--- src/rtl/lcd_glyph_engine_if.sv ---
// Host command channel of the glyph engine: valid/ready handshake plus
// the command fields and the reserved-op error pulse.
interface lcd_glyph_engine_if #(
  parameter int ROM_AW = 10
);
  logic              cmd_valid;
  logic              cmd_ready;
  logic [1:0]        cmd_op;
  logic [ROM_AW-1:0] cmd_rom_base;
  logic [3:0]        cmd_col;
  logic              cmd_row;
  logic [2:0]        cmd_slot;
  logic              cmd_err;

  modport master (
    output cmd_valid, cmd_op, cmd_rom_base, cmd_col, cmd_row, cmd_slot,
    input  cmd_ready, cmd_err
  );

  modport slave (
    input  cmd_valid, cmd_op, cmd_rom_base, cmd_col, cmd_row, cmd_slot,
    output cmd_ready, cmd_err
  );
endinterface

--- src/rtl/lcd_glyph_engine.sv ---
// HD44780 8-bit character-LCD engine: power-up init, CGRAM glyph load from
// an external ROM, tile drawing with edge clipping, and display clear.
// All bus timing is counted in clk cycles.
module lcd_glyph_engine #(
  parameter int N_SLOTS = 8,
  parameter int TILE_W  = 4,
  parameter int TILE_H  = 2,
  parameter int ROM_AW  = 10,
  parameter int T_POWER = 750000,
  parameter int T_SETUP = 2,
  parameter int T_PULSE = 25,
  parameter int T_CMD   = 2500,
  parameter int T_CLEAR = 85000
) (
  input  logic                clk,
  input  logic                reset,
  lcd_glyph_engine_if.slave   cmd,
  output logic [ROM_AW-1:0]   rom_addr,
  input  logic [7:0]          rom_data,
  output logic                lcd_rs,
  output logic                lcd_rw,
  output logic                lcd_en,
  output logic [7:0]          lcd_data,
  output logic                init_done
);
  localparam int T_A     = (T_POWER > T_CLEAR) ? T_POWER : T_CLEAR;
  localparam int T_B     = (T_CMD > T_PULSE) ? T_CMD : T_PULSE;
  localparam int T_C     = (T_A > T_B) ? T_A : T_B;
  localparam int T_MAX   = (T_C > T_SETUP) ? T_C : T_SETUP;
  localparam int CW      = $clog2(T_MAX + 1);
  localparam int IW      = 7;
  localparam int N_BYTES = N_SLOTS * 8;

  typedef enum logic [2:0] {S_POWERUP, S_INIT, S_IDLE, S_LOAD, S_TILE, S_CLEAR} state_t;
  typedef enum logic [1:0] {W_OFF, W_SETUP, W_PULSE, W_HOLD} wphase_t;

  state_t            state_q, state_d;
  wphase_t           wphase_q, wphase_d;
  logic [CW-1:0]     wcnt_q, wcnt_d;
  logic [IW-1:0]     idx_q, idx_d;
  logic [1:0]        t_r_q, t_r_d;
  logic [4:0]        t_k_q, t_k_d;
  logic              t_cur_q, t_cur_d;
  logic [ROM_AW-1:0] base_q, base_d;
  logic [3:0]        col_q, col_d;
  logic              row_q, row_d;
  logic [2:0]        slot_q, slot_d;
  logic              rs_q, rs_d;
  logic [7:0]        data_q, data_d;
  logic [ROM_AW-1:0] addr_q, addr_d;
  logic              rom_fetch_q, rom_fetch_d;
  logic              init_done_q, init_done_d;
  logic              err_q, err_d;

  logic              ready;
  logic              wr_last;
  logic              issue;
  logic              issue_rs;
  logic              issue_rom;
  logic [7:0]        issue_data;
  logic [CW-1:0]     hold_last;
  logic [5:0]        k_next;
  logic [5:0]        col_sum;
  logic [1:0]        r_next;
  logic [1:0]        row_sum;

  function automatic logic [7:0] tile_byte(input logic [2:0] slot,
                                           input logic [1:0] r,
                                           input logic [5:0] k);
    logic [2:0] code;
    code = slot + 3'(int'(r) * TILE_W) + k[2:0];
    return {5'd0, code};
  endfunction

  function automatic logic [7:0] cursor_cmd(input logic line, input logic [3:0] c);
    return {1'b1, line, 2'b00, c};
  endfunction

  assign ready     = (state_q == S_IDLE) && !err_q;
  assign hold_last = (!rs_q && data_q == 8'h01) ? CW'(T_CLEAR - 1) : CW'(T_CMD - 1);
  assign k_next    = 6'(t_k_q) + 6'd1;
  assign col_sum   = 6'(col_q) + k_next;
  assign r_next    = t_r_q + 2'd1;
  assign row_sum   = {1'b0, row_q} + r_next;

  assign cmd.cmd_ready = ready;
  assign cmd.cmd_err   = err_q;
  assign rom_addr      = addr_q;
  assign lcd_rs        = rs_q;
  assign lcd_rw        = 1'b0;
  assign lcd_en        = (wphase_q == W_PULSE);
  assign lcd_data      = data_q;
  assign init_done     = init_done_q;

  // Next-state logic: write-engine phase sequencing, then the command FSM,
  // which may queue the next write on the very edge the current HOLD ends.
  always_comb begin
    state_d     = state_q;
    wphase_d    = wphase_q;
    wcnt_d      = wcnt_q;
    idx_d       = idx_q;
    t_r_d       = t_r_q;
    t_k_d       = t_k_q;
    t_cur_d     = t_cur_q;
    base_d      = base_q;
    col_d       = col_q;
    row_d       = row_q;
    slot_d      = slot_q;
    rs_d        = rs_q;
    data_d      = data_q;
    addr_d      = addr_q;
    rom_fetch_d = rom_fetch_q;
    init_done_d = init_done_q;
    err_d       = 1'b0;
    wr_last     = 1'b0;
    issue       = 1'b0;
    issue_rs    = 1'b0;
    issue_rom   = 1'b0;
    issue_data  = '0;

    unique case (wphase_q)
      W_SETUP: begin
        // ROM address went out on the first SETUP cycle; its data is latched
        // so it is on the bus from the second SETUP cycle onward.
        if (rom_fetch_q && wcnt_q == '0) data_d = rom_data;
        if (wcnt_q == CW'(T_SETUP - 1)) begin
          wphase_d = W_PULSE;
          wcnt_d   = '0;
        end else begin
          wcnt_d = wcnt_q + CW'(1);
        end
      end
      W_PULSE: begin
        if (wcnt_q == CW'(T_PULSE - 1)) begin
          wphase_d = W_HOLD;
          wcnt_d   = '0;
        end else begin
          wcnt_d = wcnt_q + CW'(1);
        end
      end
      W_HOLD: begin
        if (wcnt_q == hold_last) begin
          wr_last  = 1'b1;
          wphase_d = W_OFF;
          wcnt_d   = '0;
        end else begin
          wcnt_d = wcnt_q + CW'(1);
        end
      end
      default: ;
    endcase

    unique case (state_q)
      S_POWERUP: begin
        if (wcnt_q == CW'(T_POWER - 1)) begin
          state_d    = S_INIT;
          idx_d      = '0;
          issue      = 1'b1;
          issue_data = 8'h38;
        end else begin
          wcnt_d = wcnt_q + CW'(1);
        end
      end
      S_INIT: begin
        if (wr_last) begin
          if (idx_q == IW'(3)) begin
            init_done_d = 1'b1;
            idx_d       = IW'(4);
          end else begin
            idx_d = idx_q + IW'(1);
            issue = 1'b1;
            case (idx_q)
              IW'(0):  issue_data = 8'h0C;
              IW'(1):  issue_data = 8'h06;
              default: issue_data = 8'h01;
            endcase
          end
        end else if (wphase_q == W_OFF && idx_q == IW'(4)) begin
          state_d = S_IDLE;
        end
      end
      S_IDLE: begin
        if (cmd.cmd_valid && ready) begin
          base_d = cmd.cmd_rom_base;
          col_d  = cmd.cmd_col;
          row_d  = cmd.cmd_row;
          slot_d = cmd.cmd_slot;
          idx_d  = '0;
          case (cmd.cmd_op)
            2'd0: begin
              state_d    = S_LOAD;
              issue      = 1'b1;
              issue_data = 8'h40;
            end
            2'd1: begin
              state_d    = S_TILE;
              t_r_d      = '0;
              t_k_d      = '0;
              t_cur_d    = 1'b1;
              issue      = 1'b1;
              issue_data = cursor_cmd(cmd.cmd_row, cmd.cmd_col);
            end
            2'd2: begin
              state_d    = S_CLEAR;
              issue      = 1'b1;
              issue_data = 8'h01;
            end
            default: err_d = 1'b1;
          endcase
        end
      end
      S_LOAD: begin
        if (wr_last) begin
          idx_d = idx_q + IW'(1);
          if (idx_q < IW'(N_BYTES)) begin
            issue     = 1'b1;
            issue_rs  = 1'b1;
            issue_rom = 1'b1;
            addr_d    = base_q + ROM_AW'(idx_q);
          end else if (idx_q == IW'(N_BYTES)) begin
            issue      = 1'b1;
            issue_data = 8'h80;
          end else begin
            state_d = S_IDLE;
          end
        end
      end
      S_TILE: begin
        // Walk cursor, then columns of the row; clipped columns end the row,
        // clipped rows end the tile.
        if (wr_last) begin
          if (t_cur_q) begin
            t_cur_d    = 1'b0;
            t_k_d      = '0;
            issue      = 1'b1;
            issue_rs   = 1'b1;
            issue_data = tile_byte(slot_q, t_r_q, 6'd0);
          end else if (k_next < 6'(TILE_W) && col_sum <= 6'd15) begin
            t_k_d      = k_next[4:0];
            issue      = 1'b1;
            issue_rs   = 1'b1;
            issue_data = tile_byte(slot_q, t_r_q, k_next);
          end else if (r_next < 2'(TILE_H) && row_sum <= 2'd1) begin
            t_r_d      = r_next;
            t_cur_d    = 1'b1;
            issue      = 1'b1;
            issue_data = cursor_cmd(row_sum[0], col_q);
          end else begin
            state_d = S_IDLE;
          end
        end
      end
      S_CLEAR: begin
        if (wr_last) state_d = S_IDLE;
      end
      default: state_d = S_POWERUP;
    endcase

    if (issue) begin
      wphase_d    = W_SETUP;
      wcnt_d      = '0;
      rs_d        = issue_rs;
      data_d      = issue_data;
      rom_fetch_d = issue_rom;
    end
  end

  // State register with synchronous reset taking priority over everything.
  always_ff @(posedge clk) begin
    if (reset) begin
      state_q     <= S_POWERUP;
      wphase_q    <= W_OFF;
      wcnt_q      <= '0;
      idx_q       <= '0;
      t_r_q       <= '0;
      t_k_q       <= '0;
      t_cur_q     <= 1'b0;
      base_q      <= '0;
      col_q       <= '0;
      row_q       <= 1'b0;
      slot_q      <= '0;
      rs_q        <= 1'b0;
      data_q      <= '0;
      addr_q      <= '0;
      rom_fetch_q <= 1'b0;
      init_done_q <= 1'b0;
      err_q       <= 1'b0;
    end else begin
      state_q     <= state_d;
      wphase_q    <= wphase_d;
      wcnt_q      <= wcnt_d;
      idx_q       <= idx_d;
      t_r_q       <= t_r_d;
      t_k_q       <= t_k_d;
      t_cur_q     <= t_cur_d;
      base_q      <= base_d;
      col_q       <= col_d;
      row_q       <= row_d;
      slot_q      <= slot_d;
      rs_q        <= rs_d;
      data_q      <= data_d;
      addr_q      <= addr_d;
      rom_fetch_q <= rom_fetch_d;
      init_done_q <= init_done_d;
      err_q       <= err_d;
    end
  end
endmodule

--- src/flat_wrapper.sv ---
// flat-port wrapper written by rule: the top's interface ports become plain ports
module lcd_glyph_engine_flat 
#(
  parameter int N_SLOTS = 8,
  parameter int TILE_W  = 4,
  parameter int TILE_H  = 2,
  parameter int ROM_AW  = 10,
  parameter int T_POWER = 750000,
  parameter int T_SETUP = 2,
  parameter int T_PULSE = 25,
  parameter int T_CMD   = 2500,
  parameter int T_CLEAR = 85000
)
  (clk, reset, rom_addr, rom_data, lcd_rs, lcd_rw, lcd_en, lcd_data, init_done, cmd_cmd_valid, cmd_cmd_op, cmd_cmd_rom_base, cmd_cmd_col, cmd_cmd_row, cmd_cmd_slot, cmd_cmd_ready, cmd_cmd_err);
  lcd_glyph_engine_if #(.ROM_AW(ROM_AW)) cmd_i ();
  input  logic clk;
  input  logic reset;
  output logic [ROM_AW-1:0] rom_addr;
  input  logic [7:0] rom_data;
  output logic lcd_rs;
  output logic lcd_rw;
  output logic lcd_en;
  output logic [7:0] lcd_data;
  output logic init_done;
  input wire logic [$bits(cmd_i.cmd_valid)-1:0] cmd_cmd_valid;
  input wire logic [$bits(cmd_i.cmd_op)-1:0] cmd_cmd_op;
  input wire logic [$bits(cmd_i.cmd_rom_base)-1:0] cmd_cmd_rom_base;
  input wire logic [$bits(cmd_i.cmd_col)-1:0] cmd_cmd_col;
  input wire logic [$bits(cmd_i.cmd_row)-1:0] cmd_cmd_row;
  input wire logic [$bits(cmd_i.cmd_slot)-1:0] cmd_cmd_slot;
  output wire logic [$bits(cmd_i.cmd_ready)-1:0] cmd_cmd_ready;
  output wire logic [$bits(cmd_i.cmd_err)-1:0] cmd_cmd_err;
  assign cmd_i.cmd_valid = cmd_cmd_valid;
  assign cmd_i.cmd_op = cmd_cmd_op;
  assign cmd_i.cmd_rom_base = cmd_cmd_rom_base;
  assign cmd_i.cmd_col = cmd_cmd_col;
  assign cmd_i.cmd_row = cmd_cmd_row;
  assign cmd_i.cmd_slot = cmd_cmd_slot;
  assign cmd_cmd_ready = cmd_i.cmd_ready;
  assign cmd_cmd_err = cmd_i.cmd_err;
  lcd_glyph_engine #(.N_SLOTS(N_SLOTS), .TILE_W(TILE_W), .TILE_H(TILE_H), .ROM_AW(ROM_AW), .T_POWER(T_POWER), .T_SETUP(T_SETUP), .T_PULSE(T_PULSE), .T_CMD(T_CMD), .T_CLEAR(T_CLEAR)) u_core (.clk(clk), .reset(reset), .cmd(cmd_i), .rom_addr(rom_addr), .rom_data(rom_data), .lcd_rs(lcd_rs), .lcd_rw(lcd_rw), .lcd_en(lcd_en), .lcd_data(lcd_data), .init_done(init_done));
endmodule
--- config.mk ---
export PLATFORM = sky130hd
export DESIGN_NAME = lcd_glyph_engine_flat
export DESIGN_NICKNAME = d
export VERILOG_FILES = /design/src/rtl/lcd_glyph_engine_if.sv /design/src/rtl/lcd_glyph_engine.sv /design/src/flat_wrapper.sv
export SDC_FILE = /design/constraint.sdc
export NUM_CORES = 1
export LEC_CHECK = 0
export BUFFER_PORTS_ARGS = -buffer_cell sky130_fd_sc_hd__buf_2
export CORE_UTILIZATION = 35
export DETAILED_ROUTE_END_ITERATION = 10
export GPL_ROUTABILITY_DRIVEN = 0
export MAX_ROUTING_LAYER = met4
export PLACE_DENSITY_LB_ADDON = 0.1
export SETUP_SLACK_MARGIN = 0.2
export SLEW_MARGIN = 0
export SYNTH_ARGS = -nofsm -noshare
export SYNTH_HDL_FRONTEND = slang
export SYNTH_SLANG_ARGS = --single-unit
--- constraint.sdc ---
create_clock -name clk -period 4.8 [get_ports clk]
set_input_delay 0.24 -clock clk [delete_from_list [all_inputs] [get_ports clk]]
set_output_delay 0.24 -clock clk [all_outputs]
set_load 0.01 [all_outputs]
Word level (Yosys, flattened, before mapping). Index checks and enable logic that the tools add are counted.

Flip-flop bits (word level): 80. Output and inout port bits: 24. Input port bits: 31. Logic and storage cells: 201.

$lt $le $gt $ge: 5. Muxes and demuxes: 91. $add $sub $neg: 9. Equality and inequality tests: 42. Reductions and logical operators: 34. Bitwise gates (word level): 2.

Operator list (number): 8-bit 2-to-1 mux (13); 20-bit 2-to-1 mux (5); 20-bit one-hot mux with 3 select lines (1); 8-bit one-hot mux with 5 select lines (1); 3-bit 2-to-1 mux (12); 7-bit 2-to-1 mux (5); 7-bit one-hot mux with 4 select lines (1); 1-bit 2-to-1 mux (27); 5-bit 2-to-1 mux (5); 8-bit one-hot mux with 3 select lines (1); 20-bit by 1-bit adder with 20-bit output, second input constant (1); 20-bit by 1-bit equality test with 1-bit output, second input constant (1); 20-bit equality test (1); 20-bit equality test, second input constant (1); 20-bit by 5-bit equality test with 1-bit output, second input constant (1); 20-bit logical NOT (1); 2-bit by 1-bit != test with 1-bit output, second input constant (10); 2-bit 2-to-1 mux (9); 3-bit one-hot mux with 6 select lines (1); 17-bit 2-to-1 mux (1); 2-bit != test, second input constant (8); 13-bit AND reduction (1); 3-bit by 1-bit != test with 1-bit output, second input constant (4); 4-bit AND reduction (3); 46 further kinds (69).

Logic depth before layout (Yosys ltp). Gate-level depths: netlist of run 1.

Depth after elaboration: 11. Depth in mapped cells: 12. Gate-level depth less buffers: 11.

Worst setup path before layout of run 1. OpenSTA, ideal clock, no wires.

Kind: reg-to-reg. Start point: register u_core.t_k_q[0]. End point: register u_core.state_q[0]. Clock period less this slack: 2.511 ns. Arrival: 2.441 ns. Setup slack: 2.289 ns. Stages on the path, launching flop included: 11. Required time: 4.730 ns. Buffers on the path: 0. Path through: dfxtp_1 > ha_1 > inv_1 > fa_1 > nand3b_1 > nand4b_1 > nor2_1 > o31ai_1 > o2111ai_2 > a2111o_1 > a21oi_1.

Word-level cells in the longest chain between the ends: 6. Elaborated cells between the ends (all ways): 7. Classes of those cells: add/sub (2); order compare (2); eq/ne (1); reduce/logical (2).

Ends and longest elaborated chain: start, declared (RTL line lcd_glyph_engine.sv:42) `logic [4:0] t_k_q, t_k_d;`; start signal, assigned (RTL line lcd_glyph_engine.sv:294) `t_k_q <= t_k_d;`; 5-bit by 1-bit adder with 6-bit output * (RTL line lcd_glyph_engine.sv:81) `assign k_next = 6'(t_k_q) + 6'd1;`; 4-bit by 6-bit adder with 6-bit output (RTL line lcd_glyph_engine.sv:82) `assign col_sum = 6'(col_q) + k_next;`; 6-bit by 4-bit <= comparator with 1-bit output (RTL line lcd_glyph_engine.sv:238) `end else if (k_next < 6'(TILE_W) && col_sum <= 6'd15) begin`; 1-bit logical AND * (RTL line lcd_glyph_engine.sv:238); 2-bit != test (no source line) *; 13-bit AND reduction (no source line) *; end signal, assigned (RTL line lcd_glyph_engine.sv:289) `state_q <= state_d;`; end, declared (RTL line lcd_glyph_engine.sv:37) `state_t state_q, state_d;`.

Every way passes the cells marked *; elsewhere a longest branch is shown, timed or not. A chain may end at the register's enable or synchronous reset.

Worst setup path after layout of run 1.
Start point: register u_core.state_q[1]. End point: register u_core.t_k_q[4].

Word-level cells in the longest chain between the ends: 5. Elaborated cells between the ends (all ways): 11. Classes of those cells: eq/ne (6); mux (1); reduce/logical (4).

Ends and longest elaborated chain: 3-bit by 2-bit equality test with 1-bit output (RTL line lcd_glyph_engine.sv:79, lcd_glyph_engine.sv:153); 1-bit logical AND (RTL line lcd_glyph_engine.sv:79) `assign ready = (state_q == S_IDLE) && !err_q;`; 1-bit logical AND (RTL line lcd_glyph_engine.sv:183) `if (cmd.cmd_valid && ready) begin`; 2-bit != test (no source line); 5-bit AND reduction (no source line).

Parallel ways exist; a longest one is shown, timed or not.

==> run_results.csv, run 1 <==
group,metric,value,unit
drt,viasPerCell,5.42,
cts,cts_resized,0,
die,chipHeight,119,microns
timing,hold_viol,0,
synth,synth_ff_type,"dfxtp_1",
synth,yosysWarnings,0,
cts,root_buffer,"clkbuf_16",
worst_setup_path,r2r-start,"u_core.state_q[1]",
cts,cts_buffer_depth,2,
drt,ant_nets,0,
power,finalPower,1.46,mW
hold_path,hold_end,"u_core.base_q[5]",
power,p_leak,2.04,nW
die,initial_utilization,36.0,%
timing,drv_slew,0,
drt,drt_iter0_markers,260,
place,dp_hpwl,9850,microns
synth,avgSynthCellArea,8.13,sq um
place,post-place-ws,1550,ps
drt,firstDrtPassIters,5,
timing,worstMarginPinSlew,857,ps
place,dp.cells,794,
worst_setup_path,endpoint_kind,"register",
hold_path,whs_path_depth,3,
drt,top_layer,"met4",
timing,fmaxAchievable,0.314,GHz
run,maxCapViolCount,0,
cells_and_area,n_antenna_cell,0,
timing,period_share,66.4,%
timing,fin_tns_setup,0,ps
worst_setup_path,reg2reg_depth,7,
synth,synthTopCellsByCount,"dfxtp_1 (80), nand2_1 (80), a21oi_1 (57)",
global_route,overflow,0,
synth,synth_seq_area_share,33.4,%
power,power_density,267,nW/um^2
cts,cts_tree,"yes",
synth,syn_inst,589,
global_route,antenna_found_initial,0,
global_route,grt_max_degree,59,
timing,slew_headroom,42.9,%
drt,vias,4393,
cts,cts.clk_slew.worst_paths,60,ps
worst_setup_path,reg2reg_slack,1620,ps
worst_setup_path,crit_arrival,3440,ps
drt,drc_errors,0,
timing,rsz0062_at_grt,"no",
worst_setup_path,cp.required,5060,ps
drt,met2_length,6260,microns
place,port_buffers,53,
cells_and_area,multi_input_area,2970,sq um
hold_path,hold_class,"primary input to register",
timing,finClkSkew,7.48,ps
cells_and_area,register_area,1600,sq um
timing,finalSetupViolCount,0,
worst_setup_path,crit_fanout,21,
drt,routed_wl,13400,microns
cells_and_area,instances_no_fill,810,
cts,cts_hold_buf,0,
drt,wl_per_cell,16.6,microns
cts,post_cts_buffers,0,
cells_and_area,areaGrowthSynthToFinish,14.6,%
die,die-area,14200,sq um
worst_setup_path,worstReg2RegEnd,"u_core.t_k_q[4]",
synth,syn_nets,648,
synth,yosys.area.top_type,"dfxtp_1",
cts,numClockSinks,80,
synth,synth_cell_type_count,76,
global_route,grt_pass1_wl,22000,microns
hold_path,hp-start,"cmd_cmd_rom_base[5]",
global_route,grt_pass1_vias,4239,
die,core,13300,sq um
worst_setup_path,startpoint_type,"register",
worst_setup_path,crit_type,"register to register",
cells_and_area,n_fill_cell,1375,
global_route,grtUsageTotal,20.3,%
drt,met3_length,393,microns
synth,synth.top_cell.area_share,33.4,%
synth,syn_area,4790,sq um
run_status,status,"completed",
cts,cts_made_buffers,9,
cts,htree_levels,3,
drt,wl_met1,6510,microns
cells_and_area,nNetsFinal,688,
cts,insertion_delay,350,ps
die,core.rowCount,42,
synth,ys_ff_latch,80,
synth,synth.area.top_cells,"dfxtp_1 (33%), ha_1 (6.5%), nand2_1 (6.3%)",
cells_and_area,drive_above_1_share,14.2,%
power,vdd_drop_max,132,uV
die,die_w,119,microns
synth,synth_edf_count,0,
synth,synthArstFlopShare,0,%
timing,setup_slack,1620,ps
timing,post-route-min-period,3180,ps
die,io_pins,55,
-- cells in the final DEF, fill, tap and decap left out, types with 10 or more instances in the layout --
master / Yosys / routed
nand4_1: 10 / 10
inv_1: 23 / 23
nand3_1: 18 / 18
dfxtp_1: 80 / 80
nor2_1: 48 / 48
a21oi_1: 57 / 57
nor3b_1: 10 / 10
nand2_1: 80 / 80
xnor2_1: 12 / 12
xor2_1: 10 / 10
a211oi_1: 12 / 12
nor3_1: 14 / 14
ha_1: 25 / 25
buf_2: 6 / 53
o21ai_0: 17 / 17
-- cell families after synthesis --
family                   after synthesis  share of synthesized area (%)
flip-flops                            80                           33.4
XOR/XNOR                              22                           4.02
buffers and inverters                 50                           4.55
adder cells (fa/ha/maj)               28                           7.78
AND/OR/NAND/NOR                      260                           29.3
multiplexers                          10                           2.22
other                                  1                         0.0783
AO/OA/AOI/OAI                        138                           18.6
-- worst max path at each step --
stage | startpoint | end | cells after the start
floorplan | u_core.t_k_q[0] | u_core.state_q[0] | 10
finish | u_core.state_q[1] | u_core.t_k_q[4] | 7
CTS | u_core.state_q[1] | u_core.t_k_q[4] | 7
detailed placement | u_core.state_q[1] | u_core.t_k_q[4] | 7
global placement | u_core.state_q[1] | u_core.t_k_q[4] | 7
global route | u_core.state_q[1] | u_core.t_k_q[4] | 7
-- report_power, final --
| group | switching (mW) | internal (mW) | leakage, nW |
|---|---|---|---|
| Sequential | 0.00321 | 0.666 | 0.645 |
| Clock | 0.282 | 0.467 | 0.158 |
| Combinational | 0.0284 | 0.0176 | 1.23 |
| Total | 0.314 | 1.15 | 2.04 |
-- layout make-up --
cell class	count	share of cell area (%)
clock buffer	10	4.35
clock inverter	6	1.50
inverter	23	1.57
multi-input combinational	459	54.1
sequential	80	29.2
tap	176	4.01
timing repair buffer	56	5.24
-- critical path: stages (launching register included) --
cell      delay (ps)
dfxtp_1          720
nor4b_2          420
and2_1           750
nand2_1          220
o21ai_1          230
o31a_1           360
a41oi_1          160
a211oi_1         230
-- per-layer routing --
metal / vias up / GRT usage (%)
li1: 2199 / -
met1: 2086 / 26.2
met2: 90 / 31.5
met3: 18 / 3.11
met4: 0 / 8.39
met5: - / -
-- sequential cells by signal, summed over array words and instances (netlist names), 2 cells and up --
register	cells
u_core.lcd_data	8
u_core.col_q	4
u_core.t_k_q	5
u_core.idx_q	7
u_core.wcnt_q	20
u_core.rom_addr	10
u_core.t_r_q	2
u_core.slot_q	3
u_core.state_q	3
u_core.base_q	10
u_core.wphase_q	2
-- metrics by stage --
step	instance area, sq um	util [%]	hold WS [ps]
floorplan	4790	-	376
global placement	5170	38.9	436
detailed placement	5170	38.9	441
CTS	5490	41.3	123
global route	5490	41.3	137
finish	5490	41.3	131
Power figures use the tool's default switching activity.
==> inputs of run 2 (changes only) <==
==> constraint.sdc (replaced) <==
create_clock -name clk -period 3.05 [get_ports clk]
set_input_delay 0.1525 -clock clk [delete_from_list [all_inputs] [get_ports clk]]
set_output_delay 0.1525 -clock clk [all_outputs]
set_load 0.01 [all_outputs]
==> run 2 against run 1 <==
  * Setup slack got worse by 1300 ps
  * Clock skew rose by 1.4 ps
  * Combinational power rose by 62%
  * Largest power group unchanged
==> run_results.csv, run 2 (synthesis gave the netlist of run 1 again) <==
group,metric,value,unit
die,initial_utilization,36.0,%
power,power_density,401,nW/um^2
drt,wl_per_cell,16.9,microns
timing,hold_viol,0,
cells_and_area,largest_reg_flops,20,
cts,cts_buffer_depth,2,
worst_setup_path,crit_fanout,9,
place,place_area,5250,sq um
global_route,grt_pass1_wl,22900,microns
cells_and_area,largest_register,"u_core.wcnt_q",
die,die-area,14200,sq um
cts,numClockSinks,80,
drt,drt_iter0_markers,217,
place,port_buffers,53,
die,die_w,119,microns
worst_setup_path,cp.required,3320,ps
cts,cts_tree,"yes",
cts,cts_hold_buf,0,
cts,cts.clk_slew.worst_paths,60,ps
timing,finClkSkew,8.84,ps
cts,insertion_delay,350,ps
drt,ant_nets,0,
drt,routed_wl,13900,microns
cells_and_area,drive_above_1_share,16.9,%
cts,htree_levels,3,
worst_setup_path,crit_arrival,2970,ps
hold_path,whs_path_depth,3,
timing,slew_headroom,57.5,%
cells_and_area,finalInstanceArea,5600,sq um
cts,cts_made_buffers,9,
worst_setup_path,reg2reg_slack,360,ps
timing,fin_tns_setup,0,ps
worst_setup_path,reg2reg_depth,10,
global_route,overflow,0,
timing,drv_slew,0,
hold_path,hold_end,"u_core.base_q[5]",
worst_setup_path,crit_type,"register to register",
drt,viasPerCell,5.42,
cells_and_area,areaGrowthSynthToFinish,16.9,%
timing,finalSetupViolCount,0,
global_route,antenna_found_initial,0,
timing,fmaxAchievable,0.371,GHz
drt,vias,4452,
cells_and_area,nNetsFinal,699,
cells_and_area,n_antenna_cell,0,
worst_setup_path,startpoint_type,"register",
global_route,grt_max_degree,33,
run_status,status,"completed",
drt,firstDrtPassIters,5,
timing,period_share,88.3,%
worst_setup_path,endpoint_kind,"register",
place,dp_hpwl,10400,microns
worst_setup_path,worstReg2RegEnd,"u_core.state_q[0]",
cts,root_buffer,"clkbuf_16",
drt,drc_errors,0,
cells_and_area,fin_util,42.1,%
global_route,grt_pass1_vias,4340,
die,chipHeight,119,microns
run,maxCapViolCount,0,
cells_and_area,mostFrequentLayoutCell,"nand2_1",
worst_setup_path,r2r-start,"u_core.t_k_q[0]",
power,vdd_drop_max,233,uV
hold_path,hold_class,"primary input to register",
timing,rsz0062_at_grt,"no",
die,io_pins,55,
power,p_leak,2.10,nW
global_route,grtUsageTotal,21.1,%
hold_path,hp-start,"cmd_cmd_rom_base[5]",
cts,post_cts_buffers,0,
die,core.rowCount,42,
die,core,13300,sq um
timing,post-route-min-period,2690,ps
timing,worstMarginPinSlew,637,ps
cells_and_area,most-common-layout-cells,"nand2_1 (80), dfxtp_1 (77), a21oi_1 (56), buf_2 (53), nor2_1 (47)",
[run 2: report_power, final]
part	switching (mW)	total, mW	leakage (nW)	internal (mW)
clock	0.441	1.12	0.150	0.677
sequential	0.00484	1.05	0.646	1.05
combinational	0.0457	0.0743	1.30	0.0286
[run 2: critical path, stage by stage, from the launching register on]
cell       delay (ps)
dfxtp_2           340
ha_1              300
inv_1              90
fa_1              380
nand3b_1          160
nand4b_1          150
nor2_2            120
o31ai_2           270
o2111ai_2         220
a2111o_1          440
a21oi_1           150
[run 2: layout make-up]
type	count	area [sq um]
tap	176	220
inverter	23	86.3
clock buffer	13	260
sequential	80	1610
multi-input combinational	459	3010
clock inverter	3	40.0
timing repair buffer	67	374
fill	1407	7700
[run 2: how the worst max path moves through the flow]
stage | from | to | cells after the start
final | u_core.t_k_q[0] | u_core.state_q[0] | 10
after global routing | u_core.t_k_q[0] | u_core.state_q[0] | 10
after CTS | u_core.t_k_q[0] | u_core.lcd_data[7] | 10
after detailed placement | u_core.t_k_q[0] | u_core.lcd_data[0] | 11
after global placement | u_core.t_k_q[0] | u_core.lcd_data[0] | 11
after floorplan | u_core.t_k_q[0] | u_core.state_q[0] | 10
[run 2: metrics by stage]
step                cells  setup slack, ps  hold slack [ps]  total power, mW
floorplan             589              539              288             1.11
global placement      805              296              399             1.15
detailed placement    805              205              397             1.15
CTS                   821              229             32.1             2.27
global route          821              202             59.7             2.32
finish                821              356             43.3             2.25
[run 2: routing by layer]
metal | wire length [microns] | GRT usage [%]
met1 | 6660 | 27.3
met5 | 0 | -
met2 | 6600 | 33.3
met4 | 304 | 8.07
met3 | 350 | 2.97
[run 2: repair_timing]
action / CTS / global route
pin swaps: 0 / 4
setup endpoints to repair: 1 / 25
hold endpoints to repair: 0 / 0
gates resized for setup: 1 / 12
==> inputs of run 3 (changes only) <==
--- a/config.mk
+++ b/config.mk
@@ -8,9 +8,8 @@
 export BUFFER_PORTS_ARGS = -buffer_cell sky130_fd_sc_hd__buf_2
 export CORE_UTILIZATION = 35
 export DETAILED_ROUTE_END_ITERATION = 10
-export GPL_ROUTABILITY_DRIVEN = 0
-export MAX_ROUTING_LAYER = met4
 export PLACE_DENSITY_LB_ADDON = 0.1
+export REMOVE_ABC_BUFFERS = 1
 export SETUP_SLACK_MARGIN = 0.2
 export SLEW_MARGIN = 0
 export SYNTH_ARGS = -nofsm -noshare
==> run 3 against run 2 <==
  * Sequential power is essentially flat
  * Global-route usage shrank 0.74 points
  * Wire length shrank 1.4%
  * First-iteration DRC count grew 28%
  * Largest cell class unchanged
==> run_results.csv, run 3 (synthesis gave the netlist of run 1 again) <==
group,metric,value,unit
run_status,status,"completed",
place,dp.cells,807,
die,core.rowCount,42,
place,post-place-ws,180,ps
cts,cts.clk_slew.worst_paths,60,ps
die,io_pins,55,
cts,insertion_delay,350,ps
drt,ant_nets,0,
worst_setup_path,path_cells,"ha_1, inv_1, fa_1, nand3b_1, nand4b_1, nor2_2, o31ai_1, o2111ai_2, a2111o_1, a21oi_1",
place,globalplace.congestion,0.839,
worst_setup_path,cp.required,3320,ps
worst_setup_path,slowest_stage,"a2111o_1",
cells_and_area,instances_no_fill,823,
drt,routed_wl,13700,microns
global_route,grt_pass1_vias,4386,
hold_path,hold_class,"primary input to register",
place,port_buffers,53,
die,chipHeight,119,microns
timing,slew_headroom,60.5,%
global_route,antenna_found_initial,0,
power,power_density,380,nW/um^2
timing,period_share,89.2,%
timing,drv_slew,0,
cts,cts_tree,"yes",
cts,cts_made_buffers,9,
place,place_area,5260,sq um
cells_and_area,nNetsFinal,703,
timing,fin_tns_setup,0,ps
worst_setup_path,crit_fanout,9,
drt,firstDrtPassIters,5,
timing,post-route-min-period,2720,ps
die,die-area,14200,sq um
cts,cts_hold_buf,0,
drt,viasPerCell,5.42,
timing,finClkSkew,8.14,ps
timing,worstMarginPinSlew,593,ps
worst_setup_path,endpoint_kind,"register",
global_route,overflow,0,
drt,wl_per_cell,16.7,microns
cells_and_area,n_antenna_cell,0,
worst_setup_path,path_delay_family,"compound AO/OA/AOI/OAI gates",
global_route,grtUsageTotal,20.4,%
cells_and_area,largest_register,"u_core.wcnt_q",
power,vdd_drop_max,207,uV
place,dp_hpwl,10300,microns
cells_and_area,n_fill_cell,1392,
worst_setup_path,cp_slowest_stage_delay,430,ps
cells_and_area,areaGrowthSynthToFinish,16.0,%
die,initial_utilization,36.0,%
worst_setup_path,crit_arrival,2990,ps
timing,setup_slack,329,ps
worst_setup_path,critPathBufInv,1,
cells_and_area,most-common-layout-cells,"nand2_1 (80), dfxtp_1 (77), a21oi_1 (57), buf_2 (53), nor2_1 (47)",
global_route,grt_pass1_wl,22700,microns
cells_and_area,largest_reg_flops,20,
timing,finalSetupViolCount,0,
die,core,13300,sq um
worst_setup_path,crit_type,"register to register",
die,die_w,119,microns
timing,rsz0062_at_grt,"yes",
cells_and_area,finalInstanceArea,5560,sq um
cts,root_buffer,"clkbuf_16",
drt,drt_iter0_markers,278,
timing,hold_viol,0,
global_route,grt_max_degree,31,
timing,fmaxAchievable,0.368,GHz
cts,htree_levels,3,
drt,drc_errors,0,
run,maxCapViolCount,0,
cells_and_area,drive_above_1_share,16.5,%
cts,cts_buffer_depth,2,
cells_and_area,mostFrequentLayoutCell,"nand2_1",
worst_setup_path,startpoint_type,"register",
drt,vias,4462,
cts,numClockSinks,80,
power,p_leak,2.09,nW
-- run 3: layer usage --
layer,global-route usage (%),part of all wire [%],vias to the layer above
met4,6.65,1.8,0
met2,33.0,47,87
met5,0,0,-
li1,-,-,2236
met3,3.54,3.8,21
met1,27.3,47,2118
-- run 3: cell type report --
| class | instances | area (sq um) | area share [%] |
|---|---|---|---|
| clock buffer | 13 | 250 | 4.50 |
| sequential | 80 | 1610 | 28.9 |
| tap | 176 | 220 | 3.96 |
| multi-input combinational | 459 | 2990 | 53.8 |
| inverter | 23 | 86.3 | 1.55 |
| clock inverter | 1 | 5.00 | 0.0900 |
| timing repair buffer | 71 | 400 | 7.20 |
-- run 3: stage by stage --
step           total power [mW]  utilization, %  hold WS [ps]
2_1_floorplan              1.10               -           217
3_3_place_gp               1.15            39.6           394
3_5_place_dp               1.15            39.6           403
4_1_cts                    2.14            41.6          37.7
5_1_grt                    2.20            41.8          54.4
6_report                   2.11            41.8          43.5
-- run 3: worst paths after layout --
check                           cells past startpoint  slack, ps                  to                 from
worst min register to register                      2        450  u_core.rom_addr[2]   u_core.rom_addr[2]
worst max-delay path                               10        330   u_core.state_q[0]      u_core.t_k_q[0]
worst min-delay path                                3         40    u_core.base_q[8]  cmd_cmd_rom_base[8]
worst max register to register                     10        330   u_core.state_q[0]      u_core.t_k_q[0]
-- run 3: what timing repair did --
| action | CTS | global route |
|---|---|---|
| endpoints found under the setup margin | 3 | 20 |
| pin swaps | 0 | 4 |
| setup buffers | 0 | 2 |
| gates cloned | 0 | 0 |
| resized for setup | 2 | 6 |
-- run 3: worst min-delay path: cells and delay by family --
kind	cells	cell delay [ps]
buf+inv	1	90
compound gates	1	50
simple gates	1	40
-- run 3: power breakdown --
group | switching, mW | internal, mW
Combinational | 0.0452 | 0.0286
Clock | 0.421 | 0.564
Sequential | 0.00492 | 1.05
